`src/rtl/scan_shift_ctrl.sv`:
```
// Scan chain sequencer: shifts a stimulus word in, pulses one capture cycle,
// then unloads the chain into response. All outputs decode from state/counter.
module scan_shift_ctrl #(
    parameter int CHAIN_LEN = 16,
    parameter bit SO_INV    = 1'b0
) (
    input  logic                 CLK,
    input  logic                 RESETN,
    input  logic                 start,
    input  logic [CHAIN_LEN-1:0] pattern,
    input  logic                 SO,
    output logic                 SE,
    output logic                 SI,
    output logic                 cg_en,
    output logic                 busy,
    output logic                 done,
    output logic [CHAIN_LEN-1:0] response
);

    localparam int CW = $clog2(CHAIN_LEN) + 1;
    localparam int IW = $clog2(CHAIN_LEN);

    typedef enum logic [2:0] {
        S_IDLE,
        S_SHIFT_IN,
        S_CAPTURE,
        S_SHIFT_OUT,
        S_DONE
    } state_t;

    state_t                 state, state_nxt;
    logic [CW-1:0]          cnt, cnt_nxt;
    logic [CHAIN_LEN-1:0]   pat_reg;
    logic [IW-1:0]          idx;
    logic                   cnt_last;

    assign idx      = cnt[IW-1:0];
    assign cnt_last = (cnt == CW'(CHAIN_LEN - 1));

    always_ff @(posedge CLK) begin
        if (!RESETN) begin
            state    <= S_IDLE;
            cnt      <= '0;
            pat_reg  <= '0;
            response <= '0;
        end else begin
            state <= state_nxt;
            cnt   <= cnt_nxt;
            if (state == S_IDLE && start)
                pat_reg <= pattern;
            if (state == S_SHIFT_OUT)
                response[idx] <= SO ^ SO_INV;
        end
    end

    always_comb begin
        state_nxt = state;
        cnt_nxt   = cnt;
        case (state)
            S_IDLE: begin
                if (start) begin
                    state_nxt = S_SHIFT_IN;
                    cnt_nxt   = '0;
                end
            end
            S_SHIFT_IN: begin
                if (cnt_last) begin
                    state_nxt = S_CAPTURE;
                    cnt_nxt   = '0;
                end else begin
                    cnt_nxt = cnt + CW'(1);
                end
            end
            S_CAPTURE: begin
                state_nxt = S_SHIFT_OUT;
                cnt_nxt   = '0;
            end
            S_SHIFT_OUT: begin
                if (cnt_last) begin
                    state_nxt = S_DONE;
                    cnt_nxt   = '0;
                end else begin
                    cnt_nxt = cnt + CW'(1);
                end
            end
            S_DONE:  state_nxt = S_IDLE;
            default: begin
                state_nxt = S_IDLE;
                cnt_nxt   = '0;
            end
        endcase
    end

    // Chain clock runs through shift and capture; gated off in IDLE and DONE.
    always_comb begin
        SE    = 1'b0;
        SI    = 1'b0;
        cg_en = 1'b0;
        busy  = 1'b0;
        done  = 1'b0;
        case (state)
            S_SHIFT_IN: begin
                SE    = 1'b1;
                SI    = pat_reg[idx];
                cg_en = 1'b1;
                busy  = 1'b1;
            end
            S_CAPTURE: begin
                cg_en = 1'b1;
                busy  = 1'b1;
            end
            S_SHIFT_OUT: begin
                SE    = 1'b1;
                cg_en = 1'b1;
                busy  = 1'b1;
            end
            S_DONE: begin
                done = 1'b1;
                busy = 1'b1;
            end
            default: ;
        endcase
    end

endmodule

```
`config.mk`:
```
export PLATFORM = sky130hd
export DESIGN_NAME = scan_shift_ctrl
export DESIGN_NICKNAME = d
export VERILOG_FILES = /design/src/rtl/scan_shift_ctrl.sv
export SDC_FILE = /design/constraint.sdc
export NUM_CORES = 1
export LEC_CHECK = 0
export ABC_AREA = 1
export CORE_MARGIN = 4
export CORE_UTILIZATION = 32
export DETAILED_ROUTE_END_ITERATION = 10
export PLACE_DENSITY = 0.65
export RECOVER_POWER = 25
export SYNTH_ARGS = -nofsm -noshare
export SYNTH_HDL_FRONTEND = slang
export SYNTH_SLANG_ARGS = --single-unit
```
`constraint.sdc`:
```
create_clock -name CLK -period 1.4 [get_ports CLK]
set_input_delay 0.21 -clock CLK [delete_from_list [all_inputs] [get_ports CLK]]
set_output_delay 0.21 -clock CLK [all_outputs]
set_load 0.02 [all_outputs]
```
# After elaboration in Yosys (flattened, before gate mapping)
# Index checks and enable logic that the tools add are counted.
dict set report totals {
  wordCells 41
  in_bits 20
  out_inout_bits 21
  regBits 40
}
dict set report op_classes {
  n_mux 17
  n_addsub 1
  n_eq_ne 8
  order_cmp 2
  reduce_logical 8
  n_bitwise 1
}
# cell n
set op_table {}
lappend op_table {{16-bit bitwise mux} 1}
lappend op_table {{5-bit one-hot mux with 3 select lines} 1}
lappend op_table {{3-bit one-hot mux with 4 select lines} 1}
lappend op_table {{5-bit two-way mux} 2}
lappend op_table {{3-bit two-way mux} 3}
lappend op_table {{1-bit two-way mux} 7}
lappend op_table {{3-bit by 2-bit == test with 1-bit output (second input constant)} 2}
lappend op_table {{2-bit != test (second input constant)} 3}
lappend op_table {{5-bit by 1-bit adder with 5-bit output (second input constant)} 1}
lappend op_table {{5-bit by 4-bit == test with 1-bit output (second input constant)} 1}
lappend op_table {{4-bit by 5-bit less-than comparator with 1-bit output (second input constant)} 1}
lappend op_table {{1-bit binary-select mux with 4-bit select} 1}
lappend op_table {{1-bit demux with 4-bit select} 1}
lappend op_table {{4-bit by 1-bit greater-or-equal comparator with 1-bit output (second input constant)} 1}
lappend op_table {{4-bit OR reduction} 1}
lappend op_table {{3-bit by 1-bit == test with 1-bit output (second input constant)} 1}
lappend op_table {{3-bit == test (second input constant)} 1}
lappend op_table {{3-bit logical NOT} 1}
lappend op_table {{3-bit AND reduction} 1}
lappend op_table {{3-bit OR reduction} 1}
lappend op_table {{1-bit logical AND} 2}
lappend op_table {{2-bit AND reduction} 1}
lappend op_table {{2-bit OR reduction} 1}
lappend op_table {{1-bit NOT} 1}

# Logic depth before layout (Yosys ltp)
dict set report depth {
  depth_word 5
  mapped_depth 10
  ltp_nobuf 9
}

# Worst setup path before layout
# No wires, ideal clock.
dict set report synth_timing {
  kind {flip-flop to output port}
  from {register cnt[0]}
  to {output port SI}
  n_path_buf 2
  setup_slack_ns -0.057
  stages_incl_launch_ff 11
  required_ns 1.190
  t_arrival_ns 1.247
  path_cell_list {dfxtp_1 > buf_4 > inv_2 > buf_6 > nand2_1 > nand3_1 > nand2_1 > nand2_1 > nand2_1 > nor2_1 > nor2_1}
}
dict set report synth_between {
  elab_chain_len 3
}
# element line
set synth_rtl {}
lappend synth_rtl {{from (decl)} 32} ;# logic [CW-1:0] cnt, cnt_nxt;
lappend synth_rtl {{from (signal assigned)} 48} ;# cnt <= cnt_nxt;
lappend synth_rtl {{1-bit binary-select mux with 4-bit select} 104} ;# SI = pat_reg[idx];
lappend synth_rtl {{1-bit two-way mux (implied by the code)} 104}
lappend synth_rtl {{1-bit two-way mux} 101} ;# case (state)
lappend synth_rtl {{to (decl)} 13} ;# output logic SI,
# Every way passes these cells. The select of a mux whose other input is x is not followed.

# Worst setup path after layout
# Ends and elaborated chain as after synthesis.

==> results.sh <==
export IMPL_synth_most_common_cell="nand2_1"
export IMPL_grt_busiest_layer="met2"
export IMPL_clock_latency_ns=0.29
export IMPL_violations="setup timing"
export IMPL_slew_viol_final=0
export IMPL_status="complete, but fails checks"
export IMPL_crit_path_end_kind="output port"
export IMPL_cp_data_arrival_time_ns=1.40
export IMPL_slowest_delay_ns=0.37
export IMPL_dp_hpwl_um=3485
export IMPL_synth_cell_types=24
export IMPL_yosys_area_top_type="dfxtp_1"
export IMPL_nets=374
export IMPL_cp_required_ns=1.19
export IMPL_cp_top_family="simple AND/OR/NAND/NOR gates"
export IMPL_synth_area_leaders="dfxtp_1, nand2_1, a21oi_1, nand3_1, inv_1"
export IMPL_synth_edff_count=0
export IMPL_hp_class="reg -> reg"
export IMPL_switching_share_pct=29.99
export IMPL_hold_violations=0
export IMPL_crit_chain="buf_6 > nand2_1 > nand3_1 > nand2_1 > nand2_1 > nand2_1 > nor2_2 > nor2_2 > buf_6"
export IMPL_start_util_pct=33.80
export IMPL_p_clk_share_pct=26.5
export IMPL_areaGrowthSynthToFinish_pct=48.40
export IMPL_io_pins=41
export IMPL_overflow=0
export IMPL_p_seq_share_pct=43.1
export IMPL_start_kind="flip-flop"
export IMPL_ys_flop_type="dfxtp_1"
export IMPL_numCtsBuffers=5
export IMPL_r2r_cells=9
export IMPL_cp_depth=9
export IMPL_dp_slack_ns=-0.3726
export IMPL_grt_pass1_wl_um=8162
export IMPL_routed_via_density=4.574
export IMPL_finalCritPeriodShare_pct=115.2
export IMPL_grt_util_met1_pct=17.44
export IMPL_placementRows=27
export IMPL_drive_gt1_share_pct=27.64
export IMPL_globalRouteMet3Util_pct=2.816
export IMPL_cts_tree="yes"
export IMPL_drt_iter0_markers=81
export IMPL_fin_util_pct=50.15
export IMPL_finalSetupViolations=1
export IMPL_root_buffer="clkbuf_8"
export IMPL_antenna_cells=0
export IMPL_portBuffers=40
export IMPL_rsz0062_at_grt="true"
export IMPL_critPathMaxFanout=8
export IMPL_antenna_found_initial=0
export IMPL_crit_path_frequent_cell="nand2_1"
export IMPL_die_area_mm2=0.007297
export IMPL_crit_buf_inv=2
export IMPL_drv_cap=0
export IMPL_yosys_warnings=0
export IMPL_wirelength_um=4786
export IMPL_grt_pass1_vias=1851
export IMPL_slowest_stage="dfxtp_4"
export IMPL_synth_net_count=297
export IMPL_min_period_ns=1.613
export IMPL_syn_area_mm2=0.001918
export IMPL_met2_usage_pct=22.18
export IMPL_synthArstFlopShare_pct=0
export IMPL_dr_total_vias=1935
export IMPL_globalplace_congestion=0.7927
export IMPL_fin_ws_ns=-0.2130
export IMPL_max_vdd_ir_drop_mv=0.5368
export IMPL_avgSynthCellArea_um2=7.026
export IMPL_synth_top_area_share_pct=41.75
export IMPL_ys_ff_latch=40
export IMPL_worst_pin_slew_ns=0.4003
export IMPL_hold_depth=2
export IMPL_clockBufferDepth=2
export IMPL_cts_sinks=40
export IMPL_worstSetupPathType="reg -> out"
export IMPL_synth_cells=273
export IMPL_p_per_area_mw_per_mm2=1038
export IMPL_clkTransAtPathRegs_ns=0.07
export IMPL_ant_nets=0
export IMPL_max_freq_mhz=620.0
export IMPL_grt_max_degree=33
export IMPL_core_area_mm2=0.005675
export IMPL_worst_hold_slack_ns=0.4568
export IMPL_track_usage_pct=13.76
export IMPL_die_w_um=85.42
export IMPL_h_tree_depth=2
export IMPL_slew_headroom_pct=73.14
export IMPL_power_switching_mw=0.8862
export IMPL_comb_power_share_pct=30.4
export IMPL_die_y_um=85.42
export IMPL_drc=0
export IMPL_internal_power_mw=2.069
export IMPL_final_setup_skew_ns=0.004102
export IMPL_wl_per_cell_um=11.31
export IMPL_synth_seq_area_share_pct=41.75
export IMPL_drt_pass1_iter_count=4
export IMPL_yosys_top_cells_count="nand2_1, dfxtp_1, a21oi_1"
export IMPL_leakage_nw=1.235
[layer usage]
layer / share of wire [%] / wire (um)
met3: 3.7 / 176
met4: 2.1 / 102
met5: 0 / 0
met1: 47 / 2256
met2: 47 / 2251
[layout by cell type (no fill, tap or decap), types with 7 or more instances in the layout]
| cell | instances |
|---|---|
| nor2_2 | 7 |
| o21ai_0 | 14 |
| clkdlybuf4s50_1 | 19 |
| nand3_2 | 7 |
| inv_1 | 29 |
| nand3_1 | 24 |
| a21oi_1 | 34 |
| dfxtp_1 | 36 |
| dlygate4sd2_1 | 16 |
| nand2_1 | 68 |
| buf_4 | 38 |
[worst paths after layout]
kind	start	to	slack [ns]
worst min register to register	response[5]	response[5]	0.46
worst max register to register	cnt[0]	state[1]	0.05
worst min-delay path	response[5]	response[5]	0.46
worst max-delay path	cnt[0]	SI	-0.21
[stage by stage]
stage	area, um2	power [mW]	std cells	setup TNS, ns
5_1_grt	2846	3.146	423	-0.6657
6_report	2846	2.955	423	-0.2130
2_1_floorplan	1921	1.768	273	0
3_5_place_dp	2696	2.175	415	-0.8078
3_3_place_gp	2696	2.159	415	-0.7669
4_1_cts	2773	2.973	423	-0.2048
[logic make-up (layout without fill, tap and decap cells)]
family / Yosys count / after routing / synth area share, %
AO/OA/AOI/OAI: 58 / 58 / 15.33
adder cells (fa/ha/maj): 4 / 4 / 2.609
buffers and inverters: 48 / 126 / 10.63
flip-flops: 40 / 40 / 41.75
AND/OR/NAND/NOR: 123 / 123 / 29.68
[worst reg2reg max path, stage by stage, from the launching register on]
cell and delay (ns):
dfxtp_4 0.37, buf_4 0.14, ha_4 0.14, inv_2 0.05, nor2_2 0.11, nand2_2 0.07
nand2_2 0.08, and2_4 0.15, nand2_1 0.06, a21oi_2 0.13
[cell type report]
type	instances	area, um2
sequential	40	810.8
multi-input combinational	185	998.5
inverter	36	138.9
clock buffer	8	90.09
timing repair buffer	82	718.2
tap	72	90.09
fill	570	2829
[power groups by stage]
stage          Combinational [mW]  Clock [mW]  Sequential [mW]
4_1_cts                     0.886       0.816             1.27
5_1_grt                     0.999       0.864             1.28
6_report                    0.899       0.782             1.27
3_5_place_dp                0.884           0             1.29
3_3_place_gp                0.870           0             1.29
2_1_floorplan               0.478           0             1.29
[repair_timing]
item                       in CTS  in global routing
gates resized for setup        42                 30
setup buffers                   0                  0
pin swaps                       3                 19
hold buffers                    0                  0
setup endpoints to repair      23                 39
No activity file was read; power rests on OpenSTA's default activity.
